==> src/rtl/cohort_lifecycle_pkg.sv <==
// rtl/cohort_lifecycle_pkg.sv - shared types and constants for the consumer lifecycle sequencer
//
// Purpose: state/command encodings, drain qualification length and the
// per-state output decode shared by the lifecycle controller.
// Ports: none (package).

package cohort_lifecycle_pkg;

   typedef enum logic [2:0] {
      ST_IDLE  = 3'd0,
      ST_ARM   = 3'd1,
      ST_HOLD  = 3'd2,
      ST_RUN   = 3'd3,
      ST_DRAIN = 3'd4,
      ST_ERROR = 3'd5
   } lifecycle_state_e;

   typedef enum logic [1:0] {
      CMD_NOP   = 2'd0,
      CMD_START = 2'd1,
      CMD_STOP  = 2'd2,
      CMD_CLEAR = 2'd3
   } lifecycle_cmd_e;

   // ctrl_idle must be seen this many consecutive cycles before DRAIN ends
   localparam int DRAIN_IDLE_CYCLES = 2;

   typedef struct packed {
      logic cmd_ready;
      logic monitor_on;
      logic manual_reset;
   } lifecycle_outs_t;

   // Output levels a state presents; loaded into the output register on entry
   function automatic lifecycle_outs_t outs_of(input lifecycle_state_e s);
      lifecycle_outs_t o;
      o.cmd_ready    = (s == ST_IDLE) || (s == ST_RUN) || (s == ST_ERROR);
      o.monitor_on   = (s == ST_ARM) || (s == ST_HOLD) || (s == ST_RUN);
      o.manual_reset = (s == ST_RUN) || (s == ST_DRAIN);
      return o;
   endfunction

endpackage

==> src/rtl/lifecycle_timer.sv <==
// rtl/lifecycle_timer.sv - state-residency timeout counter shared by ARM and DRAIN
//
// Purpose: counts cycles while enabled, held at zero while cleared, and
// flags expiry on the cycle that is the limit-th cycle of residency.
// Ports:
//   clk, rst_n : clock, asynchronous active-low reset
//   clear      : force count to zero (asserted outside the timed states)
//   enable     : count this cycle
//   limit      : timeout in cycles, 0 disables
//   expire     : combinational, high on the last permitted cycle

module lifecycle_timer #(
   parameter int W = 16
) (
   input  logic         clk,
   input  logic         rst_n,
   input  logic         clear,
   input  logic         enable,
   input  logic [W-1:0] limit,
   output logic         expire
);

   logic [W-1:0] count;
   logic [W-1:0] limit_m1;

   assign limit_m1 = limit - W'(1);

   // >= rather than == so a limit lowered below the running count fires at once
   assign expire = enable && (limit != '0) && (count >= limit_m1);

   always_ff @(posedge clk or negedge rst_n) begin
      if (!rst_n) begin
         count <= '0;
      end else if (clear) begin
         count <= '0;
      end else if (enable && (count != '1)) begin
         count <= count + W'(1);
      end
   end

endmodule

==> src/rtl/consumer_lifecycle_ctrl.sv <==
// rtl/consumer_lifecycle_ctrl.sv - start/stop/clear sequencer for one cohort consumer slice
//
// Purpose: turns single-cycle commands into ordered monitor_on / manual_reset
// controls with element-fetch hold, drain qualification and timeouts.
// Ports:
//   clk, rst_n        : clock, asynchronous active-low reset
//   cmd_valid/cmd_op  : command strobe and opcode (NOP/START/STOP/CLEAR)
//   cmd_ready         : command accepted when cmd_valid & cmd_ready
//   element_fetched   : coherency manager has its config element
//   ctrl_idle         : fifo_controller has nothing outstanding
//   timeout_limit     : ARM/DRAIN timeout, 0 disables
//   manual_reset      : 1 releases the slice
//   monitor_on        : coherency monitor enable
//   state_o           : current state encoding
//   err_timeout       : sticky timeout flag
//   run_cycles        : saturating count of cycles spent in RUN

module consumer_lifecycle_ctrl
   import cohort_lifecycle_pkg::*;
#(
   parameter int RESET_CYCLES = 16,
   parameter int TIMEOUT_W    = 16,
   parameter int RUNCNT_W     = 32
) (
   input  logic                 clk,
   input  logic                 rst_n,
   input  logic                 cmd_valid,
   input  logic [1:0]           cmd_op,
   output logic                 cmd_ready,
   input  logic                 element_fetched,
   input  logic                 ctrl_idle,
   input  logic [TIMEOUT_W-1:0] timeout_limit,
   output logic                 manual_reset,
   output logic                 monitor_on,
   output logic [2:0]           state_o,
   output logic                 err_timeout,
   output logic [RUNCNT_W-1:0]  run_cycles
);

   localparam int HOLD_W = $clog2(RESET_CYCLES + 1);
   localparam int IDLE_W = $clog2(DRAIN_IDLE_CYCLES + 1);
   localparam logic [HOLD_W-1:0] HOLD_LAST  = HOLD_W'(RESET_CYCLES - 1);
   localparam logic [IDLE_W-1:0] DRAIN_LAST = IDLE_W'(DRAIN_IDLE_CYCLES - 1);

   lifecycle_state_e   state;
   lifecycle_outs_t    outs;
   logic [HOLD_W-1:0]  hold_cnt;
   logic [IDLE_W-1:0]  idle_cnt;
   logic               cmd_acc;
   logic               tmr_enable;
   logic               tmr_expire;
   logic               drain_exit;

   assign cmd_ready    = outs.cmd_ready;
   assign monitor_on   = outs.monitor_on;
   assign manual_reset = outs.manual_reset;
   assign state_o      = state;

   assign cmd_acc    = cmd_valid && outs.cmd_ready;
   assign tmr_enable = (state == ST_ARM) || (state == ST_DRAIN);
   assign drain_exit = ctrl_idle && (idle_cnt == DRAIN_LAST);

   // ARM and DRAIN are never adjacent, so holding the timer clear outside
   // them is the same as clearing it on every state entry
   lifecycle_timer #(.W(TIMEOUT_W)) u_timer (
      .clk    (clk),
      .rst_n  (rst_n),
      .clear  (!tmr_enable),
      .enable (tmr_enable),
      .limit  (timeout_limit),
      .expire (tmr_expire)
   );

   always_ff @(posedge clk or negedge rst_n) begin
      if (!rst_n) begin
         state       <= ST_IDLE;
         outs        <= outs_of(ST_IDLE);
         err_timeout <= 1'b0;
         run_cycles  <= '0;
         hold_cnt    <= '0;
         idle_cnt    <= '0;
      end else begin
         // both qualifiers restart from zero unless their state keeps them counting
         hold_cnt <= '0;
         idle_cnt <= '0;
         case (state)
            ST_IDLE: begin
               if (cmd_acc && (cmd_op == CMD_START)) begin
                  state <= ST_ARM;
                  outs  <= outs_of(ST_ARM);
               end else if (cmd_acc && (cmd_op == CMD_CLEAR)) begin
                  run_cycles  <= '0;
                  err_timeout <= 1'b0;
               end
            end
            ST_ARM: begin
               // exit beats a coincident timeout
               if (element_fetched) begin
                  state <= ST_HOLD;
                  outs  <= outs_of(ST_HOLD);
               end else if (tmr_expire) begin
                  state       <= ST_ERROR;
                  outs        <= outs_of(ST_ERROR);
                  err_timeout <= 1'b1;
               end
            end
            ST_HOLD: begin
               if (!element_fetched) begin
                  state <= ST_ARM;
                  outs  <= outs_of(ST_ARM);
               end else if (hold_cnt == HOLD_LAST) begin
                  state <= ST_RUN;
                  outs  <= outs_of(ST_RUN);
               end else begin
                  hold_cnt <= hold_cnt + HOLD_W'(1);
               end
            end
            ST_RUN: begin
               if (run_cycles != '1) begin
                  run_cycles <= run_cycles + RUNCNT_W'(1);
               end
               if (cmd_acc && (cmd_op == CMD_STOP)) begin
                  state <= ST_DRAIN;
                  outs  <= outs_of(ST_DRAIN);
               end else if (cmd_acc && (cmd_op == CMD_CLEAR)) begin
                  state <= ST_IDLE;
                  outs  <= outs_of(ST_IDLE);
               end
            end
            ST_DRAIN: begin
               if (drain_exit) begin
                  state <= ST_IDLE;
                  outs  <= outs_of(ST_IDLE);
               end else if (tmr_expire) begin
                  state       <= ST_ERROR;
                  outs        <= outs_of(ST_ERROR);
                  err_timeout <= 1'b1;
               end else if (ctrl_idle) begin
                  idle_cnt <= idle_cnt + IDLE_W'(1);
               end
            end
            ST_ERROR: begin
               if (cmd_acc && (cmd_op == CMD_CLEAR)) begin
                  state       <= ST_IDLE;
                  outs        <= outs_of(ST_IDLE);
                  err_timeout <= 1'b0;
                  run_cycles  <= '0;
               end
            end
            default: begin
               state <= ST_IDLE;
               outs  <= outs_of(ST_IDLE);
            end
         endcase
      end
   end

endmodule

==> config.mk <==
export PLATFORM = sky130hd
export DESIGN_NAME = consumer_lifecycle_ctrl
export DESIGN_NICKNAME = d
export VERILOG_FILES = /design/src/rtl/cohort_lifecycle_pkg.sv /design/src/rtl/lifecycle_timer.sv /design/src/rtl/consumer_lifecycle_ctrl.sv
export SDC_FILE = /design/constraint.sdc
export NUM_CORES = 1
export LEC_CHECK = 0
export CAP_MARGIN = 0
export CORE_MARGIN = 4
export CORE_UTILIZATION = 55
export CTS_BUF_LIST = sky130_fd_sc_hd__clkbuf_8 sky130_fd_sc_hd__clkbuf_16
export CTS_CLUSTER_DIAMETER = 150
export DETAILED_ROUTE_END_ITERATION = 8
export PLACE_DENSITY = 0.81
export SYNTH_ARGS = -nofsm -noshare
export SYNTH_HDL_FRONTEND = slang
export SYNTH_HIERARCHICAL = 1
export SYNTH_SLANG_ARGS = --single-unit
==> constraint.sdc <==
create_clock -name clk -period 2.2 [get_ports clk]
set_input_delay 0.22 -clock clk [delete_from_list [all_inputs] [get_ports clk]]
set_output_delay 0.22 -clock clk [all_outputs]
set_load 0.005 [all_outputs]
Word level (Yosys, flattened, before mapping)
Index checks and enable logic that the tools add are counted.

Word-level logic and storage cells: 87. Register bits: 62. Memory bits (read-only): 0. Memories: 0. Bits in latches: 0. Bits in writable memories: 0.

Order comparisons: 1. Div/mod/pow operators: 0. Eq/ne operators: 19. Reduce and logical (&&, ||, !) cells: 16. Shifts and indexed selects: 0. Mux-type cells: 37. Bitwise gates (word level): 0. Add/subtract/negate cells: 5. Multiply operators: 0.

Operators by type and width (count): $mux 32 (3); $pmux 32 s3 (1); $mux 3 (16); $pmux 3 s6 (2); $add 32x1->32 const B (1); $mux 16 (2); $ne 32x32->1 const B (1); $add 16x1->16 const B (1); $ge 16x16->1 (1); $ne 16x16->1 const B (1); $reduce_bool 16->1 (1); $sub 16x1->16 const B (1); $mux 5 (3); $ne 2x2->1 const B (6); $logic_and 1x1->1 (8); $mux 2 (4); $eq 3x2->1 const B (2); $eq 3x3->1 const B (2); $add 5x1->5 const B (1); $eq 5x4->1 const B (1); $mux 1 (5); $eq 2x1->1 const B (2); $eq 2x2->1 const B (2); $pmux 1 s4 (1); other kinds (10) (10).

Depth between registers and ports, before layout
Word-level depth: 7. Depth in mapped cells: 17. Depth with buffers taken out: 17.

Modules after synthesis
The synthesis kept the hierarchy.

Modules (own cells, without submodules): consumer_lifecycle_ctrl (sequential area each 1152.4 um2, cells an instance 308, times used 1, area each 2731.4 um2); lifecycle_timer (sequential area each 400.4 um2, cells an instance 163, times used 1, area each 1447.6 um2).

Worst setup path after synthesis
Ideal clock, no wire load.

Path type: in2reg. From: in timeout_limit[0]. To: reg outs, in the netlist cmd_ready. Stages on the path: 17. Slack: -661 ps. Path buffers: 0. Setup time: 111 ps. Arrival: 2750 ps. Path through: inv_1 > ha_1 > nor3b_2 > nand3_1 > or2_4 > nor3_1 > xnor2_1 > ha_1 > nand4_1 > a21oi_1 > a2111oi_0 > a21oi_1 > nor2_1 > nand2_1 > nand2_1 > o311a_1 > o22ai_1.

Cells in the longest elaborated chain, start to end: 6. Elaborated cells between the ends (all ways): 9.

Ends and longest elaborated chain: start: declaration (line consumer_lifecycle_ctrl.sv:32) `input logic [TIMEOUT_W-1:0] timeout_limit,`; $sub 16x1->16 / $reduce_bool 16->1 (equally long branches) (line lifecycle_timer.sv:26, lifecycle_timer.sv:29); $ge 16x16->1 / $logic_and 1x1->1 (equally long branches) (line lifecycle_timer.sv:29) `assign expire = enable && (limit != '0) && (count >= limit_m1);`; $logic_and 1x1->1 (*) (line lifecycle_timer.sv:29); via tmr_expire (line consumer_lifecycle_ctrl.sv:51) `logic tmr_expire;`; $mux 3 (*); $mux 3, on equally long branches; $pmux 3 s6 (*); end signal: assignment (line consumer_lifecycle_ctrl.sv:77) `outs <= outs_of(ST_IDLE);`; end signal: assignment (line consumer_lifecycle_ctrl.sv:90) `outs <= outs_of(ST_ARM);`; end signal: assignment (line consumer_lifecycle_ctrl.sv:100) `outs <= outs_of(ST_HOLD);`; end: declaration (line consumer_lifecycle_ctrl.sv:46) `lifecycle_outs_t outs;`.

The timed path passes the listed nets; every way through them passes the cells marked *. A chain may end at the register's enable or synchronous reset.

Worst setup path after layout
From: in timeout_limit[12]. To: reg outs, in the netlist cmd_ready.

Same word-level chain as after synthesis.

==> results by group <==
Outcome
  – Status: complete, but fails checks
  – Failing checks: setup timing

Clock network
  – Clock slew at reported path FFs: 0.07 ns
  – H-Tree Level Count: 3
  – TritonCTS clock tree: built
  – Clock Latency Late Sink: about 0.35 ns
  – CTS sink count: 62
  – Root Driver: clkbuf_8
  – TritonCTS buffer count: 9
  – Clock Tree Buf Depth: 2

Synthesis
  – Net Count, Synth: 515
  – Synth top area share: 36.5%
  – Synth unique cells: 69
  – Mapped Cells: 471
  – Cell area after synthesis: 4180 um^2
  – Top cells by area, synth: dfrtp_1, ha_1, nor2_1
  – Ys flop type: dfrtp_1
  – Ys Warns: 6
  – Yosys reg bits: 62
  – Avg Cell Area, Syn: 8.87 um^2
  – Sequential area share after synthesis: 37.2%
  – Yosys top cell by area: dfrtp_1
  – EDFF count, synth: 0
  – Ys async rst share: 100%

Floorplanning
  – Die height: 95.2 um
  – Starting Density: between 50 and 60%
  – Core ar.: 7330 um^2
  – Row cnt: 31
  – Die width: 95.2 um
  – Full die area: about 9000 um^2
  – I/O pin total: 62

Placed design
  – IO buf count: around 60
  – GPL Wtd Cong: 0.945
  – Dpl hpwl: 8020 um

Timing
  – Slew headroom: between 60% and 70%
  – Worst-Margin Slew: 0.578 ns
  – RSZ-0062 raised after global routing: yes
  – Final hold vios: 0
  – Max Freq: 0.364 GHz
  – Final WS setup: -0.548 ns
  – Min Clock Period, post-route: 2.75 ns
  – Fin crit share: 125%
  – Slew Viols, Final: 0
  – WHS: between 0.4 and 0.5 ns
  – Clock skew: a little over 0.008 ns
  – Final setup viols: 8

Critical path
  – FF-to-FF End: cmd_ready$_DFFE_PN1P_
  – CP required: 2.47 ns
  – Max FO, Critical Path: 5
  – Startpoint type of the worst setup path: primary input
  – Worst setup EP type: flop
  – CP startpoint: timeout_limit[12]
  – Setup CP Type: in2reg
  – Slowest CP cell: or4_4
  – CP bufs+invs: 1
  – R2r worst-path depth: 9
  – Top cell by count, worst path: nor2_2
  – Crit path DAT: a little over 3 ns
  – Family with the most delay on the worst path: simple AND/OR/NAND/NOR gates
  – Crit path largest cell delay: 0.52 ns
  – Cells along the critical path: buf_6 -> or4_4 -> or3_4 -> nor2_4 -> xnor2_2 -> ha_4 -> nand4_1 -> nor2_2 -> o31ai_4 -> a21oi_4 -> nor2_2 -> o311a_1 -> o22ai_1
  – R2R Setup Slk: -0.03 ns
  – RR Startpoint: u_timer/count[2]$_DFFE_PN0P_

Global route
  – Total track usage: 26.6%
  – Initial antenna violation count: 0
  – Vias in the first global route: 4154
  – First-pass GRT wire length: 19100 um
  – Grt total ovfl: 0
  – Largest net degree at the start of global routing: 63

Pwr
  – Total power: approximately 0.0046 W
  – IR Drop Worst-Case VDD: 623 uV
  – Lkg Pwr: 2.46 nW
  – Pwr Density: 807 nW/um^2

Drt
  – Via-to-Cell Ratio: 6.09
  – Starting DRT DRC Count: approximately 300
  – DR vias: 4260
  – # DRC: 0
  – Detail Route Antenna Nets: 0
  – Total Wirelength: ~12000 um
  – Pre-antenna DRT Iters: 5
  – Drt wl/cell: 16.6 um

Min path
  – Worst Hold Class: in2async

Layout
  – Filler cell count: roughly 470
  – Area growth from synthesis to layout: 37.2%
  – Final nets: 640
  – Layout cells sized above 1: 23.8%
  – Antenna diodes: 0

Job
  – Max-cap violations: 0
[cell type report]
| type | count | area, um^2 | area share [%] |
|---|---|---|---|
| clock inverters | 5 | 50.0 | 0.873 |
| multi-input cells | 377 | 2670 | 46.6 |
| repair buffers | 131 | 1140 | 19.9 |
| clock buffers | 10 | 138 | 2.40 |
| inverters | 15 | 56.3 | 0.982 |
| flip-flops and latches | 62 | 1550 | 27.1 |
| well taps | 99 | 124 | 2.16 |
[timing repair]
action / in CTS / in global routing
endpoints found under the setup margin: 8 / 28
hold endpoints to repair: 61 / 0
resized for setup: 48 / 19
setup buffers: 2 / 0
pin swaps: 16 / 7
hold buffers: 1 / 0
[synthesized netlist by cell type, types with 3 or more instances]
library cell / n
o21ai_0: 15
buf_2: 7
xor2_1: 13
nand4_1: 16
mux2i_1: 10
inv_1: 14
nand2_1: 43
nor2_1: 49
ha_1: 21
a21oi_1: 25
and4_1: 3
nor2b_1: 6
a41oi_1: 5
o31ai_1: 3
nand3_1: 36
o22ai_1: 5
nand2b_1: 6
and2_1: 5
clkbuf_1: 5
or2_2: 3
a21o_1: 4
and3_1: 10
a31oi_1: 17
nor4_1: 5
nor3_1: 14
xnor2_1: 16
dfrtp_1: 61
[cells in the final DEF, fill, tap and decap left out, types with 12 or more instances in the layout]
cell              n
nand2_1          43
nor3_1           13
clkdlybuf4s50_1  49
inv_1            12
ha_1             19
nand3_1          35
xnor2_1          15
dfrtp_1          61
xor2_1           13
nor2_1           43
a31oi_1          17
o21ai_0          13
a21oi_1          20
buf_4            66
nand4_1          16
[worst max-delay path by stage]
stage                               endpoint  slack, ns  cells after the start
global route           cmd_ready$_DFFE_PN1P_      -0.67                     14
floorplan              cmd_ready$_DFFE_PN1P_      -0.62                     14
finish                 cmd_ready$_DFFE_PN1P_      -0.55                     13
CTS                 manual_reset$_DFFE_PN0P_      -0.53                     13
global placement       cmd_ready$_DFFE_PN1P_      -1.26                     16
detailed placement     cmd_ready$_DFFE_PN1P_      -1.46                     18
[routing by layer]
layer	vias to the layer above	share of wire [%]	wire (um)	GRT usage, %
met5	-	0	0	0
met4	0	1.9	222	10.2
met3	24	7.8	901	6.24
met2	200	50	5780	43.0
met1	2051	41	4720	34.6
li1	1985	-	-	-
[through the flow]
stage	setup TNS [ns]	instances	setup WS (ns)	instance area, um^2	util [%]
detailed placement	-10.70	681	-1.46	5390	73.5
floorplan	-3.89	471	-0.625	4210	-
global route	-4.76	699	-0.673	5730	78.2
global placement	-9.47	681	-1.26	5390	73.5
finish	-3.73	699	-0.548	5730	78.2
CTS	-3.51	699	-0.534	5670	77.4
[sequential cells by signal, indices dropped and copies added (netlist names)]
| signal | count |
|---|---|
| u_timer/count | 16 |
| state_o | 3 |
| run_cycles | 32 |
| cmd_ready | 1 |
| manual_reset | 1 |
| idle_cnt | 2 |
| hold_cnt | 5 |
| monitor_on | 1 |
| err_timeout | 1 |
[worst reg2reg max path: stages, from the launching register on]
cell     delay (ns)
dfrtp_1        0.38
ha_1           0.30
and3_1         0.16
o21ai_0        0.08
a31oi_1        0.34
o31ai_4        0.12
a21oi_4        0.27
nor2_2         0.07
o311a_1        0.30
o22ai_1        0.15
[cell families after synthesis]
kind of cell | after synthesis | synth area share, %
mux | 11 | 2.66
simple gates | 219 | 29.0
buf+inv | 32 | 3.56
compound gates | 97 | 15.3
flops | 62 | 37.2
fa+ha+maj | 21 | 6.29
xor+xnor | 29 | 6.08
[power breakdown]
group | total (W) | internal [W] | switching (W) | leakage, nW
clock network | 0.000986 | 0.000539 | 0.000446 | 0.102
registers | 0.00160 | 0.00135 | 0.000252 | 0.824
logic | 0.00204 | 0.00101 | 0.00103 | 1.53
total | 0.00463 | 0.00290 | 0.00172 | 2.46
Note: power is estimated with default switching activity, not from simulation.
